`src/rtl/mini_cpu_datapath.sv`:
```
// Execution core of the mini-CPU: 16-word register RAM plus ALU.
// Runs one instruction per rising edge of enviar, writes RAM[dest] and drives valor_final.
module mini_cpu_datapath #(
  parameter int DATA_W = 16,
  parameter int ADDR_W = 4,
  parameter int IMM_W  = 6
) (
  input  logic              clk,
  input  logic              rst_n,
  input  logic [2:0]        opcode,
  input  logic [ADDR_W-1:0] src1,
  input  logic [ADDR_W-1:0] src2,
  input  logic [ADDR_W-1:0] dest,
  input  logic              sinal_imm,
  input  logic [IMM_W-1:0]  imm,
  input  logic              we,
  input  logic              enviar,
  output logic [DATA_W-1:0] valor_final,
  output logic              mostrar_nums,
  output logic              pronto
);

  localparam int DEPTH = 2 ** ADDR_W;

  typedef enum logic [2:0] {
    OP_LOAD    = 3'b000,
    OP_ADD     = 3'b001,
    OP_ADDI    = 3'b010,
    OP_SUB     = 3'b011,
    OP_SUBI    = 3'b100,
    OP_MUL     = 3'b101,
    OP_CLEAR   = 3'b110,
    OP_DISPLAY = 3'b111
  } op_t;

  logic [DATA_W-1:0] regs [DEPTH];
  logic              enviar_q;
  logic              start;
  logic [DATA_W-1:0] op_a;
  logic [DATA_W-1:0] op_b;
  logic [DATA_W-1:0] imm_ext;
  logic [DATA_W-1:0] immv;
  logic [DATA_W-1:0] mul_lo;
  logic [DATA_W-1:0] result;
  logic              write_one;
  logic              write_all;
  logic              show;

  assign start   = enviar & ~enviar_q;
  assign op_a    = regs[src1];
  assign op_b    = regs[src2];
  assign imm_ext = {{(DATA_W-IMM_W){1'b0}}, imm};
  assign immv    = sinal_imm ? (DATA_W'(0) - imm_ext) : imm_ext;
  // The low half of a product is the same for signed and unsigned operands.
  assign mul_lo  = op_a * op_b;

  always_comb begin
    result    = '0;
    write_one = 1'b0;
    write_all = 1'b0;
    show      = 1'b1;
    case (op_t'(opcode))
      OP_LOAD: begin
        result    = immv;
        write_one = 1'b1;
      end
      OP_ADD: begin
        result    = op_a + op_b;
        write_one = 1'b1;
      end
      OP_ADDI: begin
        result    = op_a + immv;
        write_one = 1'b1;
      end
      OP_SUB: begin
        result    = op_a - op_b;
        write_one = 1'b1;
      end
      OP_SUBI: begin
        result    = op_a - immv;
        write_one = 1'b1;
      end
      OP_MUL: begin
        result    = mul_lo;
        write_one = 1'b1;
      end
      OP_CLEAR: begin
        result    = '0;
        write_all = 1'b1;
        show      = 1'b0;
      end
      OP_DISPLAY: begin
        result    = op_a;
      end
      default: begin
        result    = '0;
      end
    endcase
  end

  // Operands are read combinationally, so dest == src sees the pre-edge value.
  always_ff @(posedge clk or negedge rst_n) begin
    if (!rst_n) begin
      enviar_q     <= 1'b0;
      valor_final  <= '0;
      mostrar_nums <= 1'b0;
      pronto       <= 1'b0;
      for (int i = 0; i < DEPTH; i++) begin
        regs[i] <= '0;
      end
    end else begin
      enviar_q <= enviar;
      pronto   <= start;
      if (start) begin
        valor_final  <= result;
        mostrar_nums <= show;
        if (we && write_all) begin
          for (int i = 0; i < DEPTH; i++) begin
            regs[i] <= '0;
          end
        end else if (we && write_one) begin
          regs[dest] <= result;
        end
      end
    end
  end

endmodule

```
`config.mk`:
```
export PLATFORM = sky130hd
export DESIGN_NAME = mini_cpu_datapath
export DESIGN_NICKNAME = d
export VERILOG_FILES = /design/src/rtl/mini_cpu_datapath.sv
export SDC_FILE = /design/constraint.sdc
export NUM_CORES = 1
export LEC_CHECK = 0
export CAP_MARGIN = 20
export CORE_AREA = 5 5 187 324
export DETAILED_ROUTE_END_ITERATION = 8
export DIE_AREA = 0 0 192 329
export GPL_ROUTABILITY_DRIVEN = 0
export PLACE_DENSITY = 0.54
export RECOVER_POWER = 25
export SETUP_SLACK_MARGIN = 0.05
export SLEW_MARGIN = 15
export SYNTH_ARGS = -nofsm -noshare
export SYNTH_HDL_FRONTEND = slang
export SYNTH_SLANG_ARGS = --single-unit
```
`constraint.sdc`:
```
create_clock -name clk -period 18.1 [get_ports clk]
set_clock_uncertainty 0.2 [all_clocks]
set_input_delay 3.62 -clock clk [delete_from_list [all_inputs] [get_ports clk]]
set_output_delay 3.62 -clock clk [all_outputs]
set_load 0.01 [all_outputs]
```
==> reports/qor.csv <==
stage,metric,value,unit
status,failing checks,"capacitance limit, slew limit",
synthesis,Adder-Cell Fraction of Synth Area,12.4,%
drt,vias per cell,5.97,
clock_tree,clk buf depth,3,
cells_and_area,fin util,38.3,%
synthesis,Compound-Gate Fraction of Synth Area,17.2,%
clock_tree,CTS buffer count,25,
global_route,GRT Total Usage,22.4,%
timing,unrepaired setup endpoints after global routing,no,
die,Die Span Y,329,µm
drt,vias,16000,
synthesis,cells after synthesis,1871,
cells_and_area,"most common cell after layout, fill and taps aside",dfrtp_1,
cells_and_area,fin nets,2066,
synthesis,Syn Nets,2046,
timing,final setup TNS,0,ns
drt,total wire length,70900,µm
cells_and_area,ANT cells,0,
timing,Pins Over Slew Limit,120,
worst_setup_path,"most used cell, CP",inv_1,
synthesis,Mean Syn Cell Area,10.7,µm²
clock_tree,postcts setup bufs,0,
worst_setup_path,max incr delay on CP,0.82,ns
timing,Worst Tran Pin Value,6.39,ns
global_route,first-pass GRT wire length,107000,µm
placed_design,IO buf count,43,
die,Initial Utilization,34.5,%
synthesis,Post-synth ARST share,100,%
synthesis,synthesized area,19900,µm²
cells_and_area,layout cells sized above 1,14.5,%
clock_tree,CTS tree,done,
timing,final hold viol count,0,
clock_tree,Clock Pin Slew Worst Setup and Hold Paths,0.07,ns
status,status,finished with violations,
worst_setup_path,CP endpoint kind,flop,
synthesis,"EDFF count, synth",0,
worst_setup_path,CP max FO,44,
worst_setup_path,"Slowest-stage cell, CP",buf_4,
clock_tree,Clock Root Buffer,clkbuf_16,
die,die span in x,192,µm
die,total die area,63200,µm²
drt,routed len/inst,26.4,µm
cells_and_area,Synth-to-Final Area Change,11.0,%
worst_setup_path,startpoint types,input port,
worst_hold_path,Min-Delay Path Class,flop to flop,
timing,Final setup viols,0,
power,Power Dens Cells,85.4,nW/µm²
die,core footprint,57800,µm²
flow_run,Max-Cap Viols,2,
drt,DRC Markers,0,
synthesis,portion of netlist area occupied by mux cells,17.2,%
synthesis,Synth Register Bits,275,
die,Top-Level Pins,44,
synthesis,Post-Synth XOR/XNOR Area,2.44,%
worst_setup_path,Setup Crit Path Kind,input port to flop,
synthesis,YS warnings,0,
worst_setup_path,Worst EP arrival,12.26,ns
clock_tree,clk sinks,275,
drt,1st-pass router iterations,8,
synthesis,fraction of the mapped netlist area in simple logic gates,10.7,%
placed_design,post-DP HPWL,53800,µm
clock_tree,clk_lat worst skew,0.55,ns
clock_tree,maximum level of the CTS H-tree,1,
timing,period utilization,66.1,%
global_route,initial antenna violation count,0,
timing,Rel. slew slack,-326,%
synthesis,"Distinct cells, synth",74,
global_route,vias in the first global route,16800,
timing,Tmin final,11.97,ns
synthesis,ys flop type,dfrtp_1,
global_route,largest net degree at the start of global routing,120,
cells_and_area,most frequent cells in the layout,"dfrtp_1 (275), nand2_1 (232), a22o_1 (184), inv_1 (148), nor2_1 (139)",
clock_tree,Post-CTS Resized,0,
power,leak pwr,9.61,nW
clock_tree,CTS Hold Buffers Added,0,
synthesis,post-synthesis sequential area ratio,34.5,%
timing,Fmax,83.5,MHz
die,Placement Rows,117,
cells_and_area,Fillers,5662,
synthesis,main combinational cell family by area after synthesis,compound AO/OA/AOI/OAI gates,
drt,number of DRC markers in iteration 0,1381,
global_route,total gr overflow,0,
power,Max VDD drop,0.0000629,V
timing,Fin Hold WS,0.300,ns
worst_setup_path,"Data required, critical path",18.39,ns
drt,Antenna Violating Nets Remaining,0,
-- metal layers --
layer | part of all wire [%] | track usage [%] | up-vias
met5 | 0 | 0 | -
met2 | 52 | 40.1 | 745
li1 | - | - | 6845
met1 | 34 | 24.3 | 8146
met3 | 4.8 | 2.26 | 262
met4 | 9.0 | 16.2 | 0
-- path summary, 6_finish.rpt --
check,from,to,slack (ns),cells past startpoint
max reg2reg,regs[163],regs[175],9.96,23
max in group asynchronous,rst_n,regs[19],8.07,5
min reg2reg,valor_final[0],valor_final[0],0.30,2
min in group asynchronous,rst_n,regs[57],5.25,1
max,src1[0],regs[175],6.13,28
min,valor_final[0],valor_final[0],0.30,2
-- worst max-delay path: cells and delay by family --
kind                       cells  cell delay [ns]
muxes                          1             0.60
and+or+nand+nor                2             0.33
buffers and inverters          8             1.59
AOI/OAI and AO/OA              9             3.14
adders and majority gates      7             2.51
xor gates and xnor gates       1             0.37
-- cells by family after synthesis --
logic type | count (synthesis)
flops | 275
buf+inv | 259
compound gates | 470
mux | 169
xor+xnor | 54
simple gates | 494
fa+ha+maj | 150
-- cell usage after synthesis (all sizes together) (7+ instances only) --
cell	number	share of area (%)
or3	7	0.22
or2	9	0.28
buf	39	1.4
nand2b	12	0.38
xnor2	44	1.9
mux4	138	16
clkbuf	67	1.3
nor3	17	0.43
mux2i	24	1.2
a22o	184	8.1
and2	16	0.50
a31oi	15	0.50
nor2b	16	0.50
xor2	9	0.40
a22oi	18	0.68
nand2	234	4.4
nor2	141	2.7
nand3	23	0.58
o21ai	120	3.0
a21boi	8	0.30
ha	68	4.3
dfrtp	275	35
inv	151	2.9
fa	81	8.1
a221oi	10	0.70
a21oi	55	1.4
o22ai	13	0.41
mux2	7	0.40
-- power breakdown --
part	total, W	internal, W	switching, W
clock	0.000569	0.000319	0.000250
combinational	0.000581	0.000232	0.000348
sequential	0.000741	0.000685	0.0000568
-- cell type report --
type,instances,area [µm²],share of cell area (%)
inverters,153,577,2.61
clock inverters,9,131,0.593
repair buffers,99,868,3.92
multi-input cells,1337,12000,54.2
well taps,773,967,4.37
flip-flops and latches,275,6880,31.1
clock buffers,35,713,3.22
-- registers in the layout, indices dropped and copies added (netlist names) --
| signal | count |
|---|---|
| enviar_q | 1 |
| pronto | 1 |
| valor_final | 16 |
| regs | 256 |
| mostrar_nums | 1 |
-- stage by stage --
stage                     power, W  instances  setup slack (ns)  cell area [µm²]
after floorplan            0.00110       1871              7.10            19900
after global placement     0.00131       2631              5.59            21200
after detailed placement   0.00132       2632              5.53            21200
after CTS                  0.00189       2676              6.10            22100
after global routing       0.00197       2681              5.66            22100
final                      0.00189       2681              6.13            22100
(Power assumes the default switching activity.)
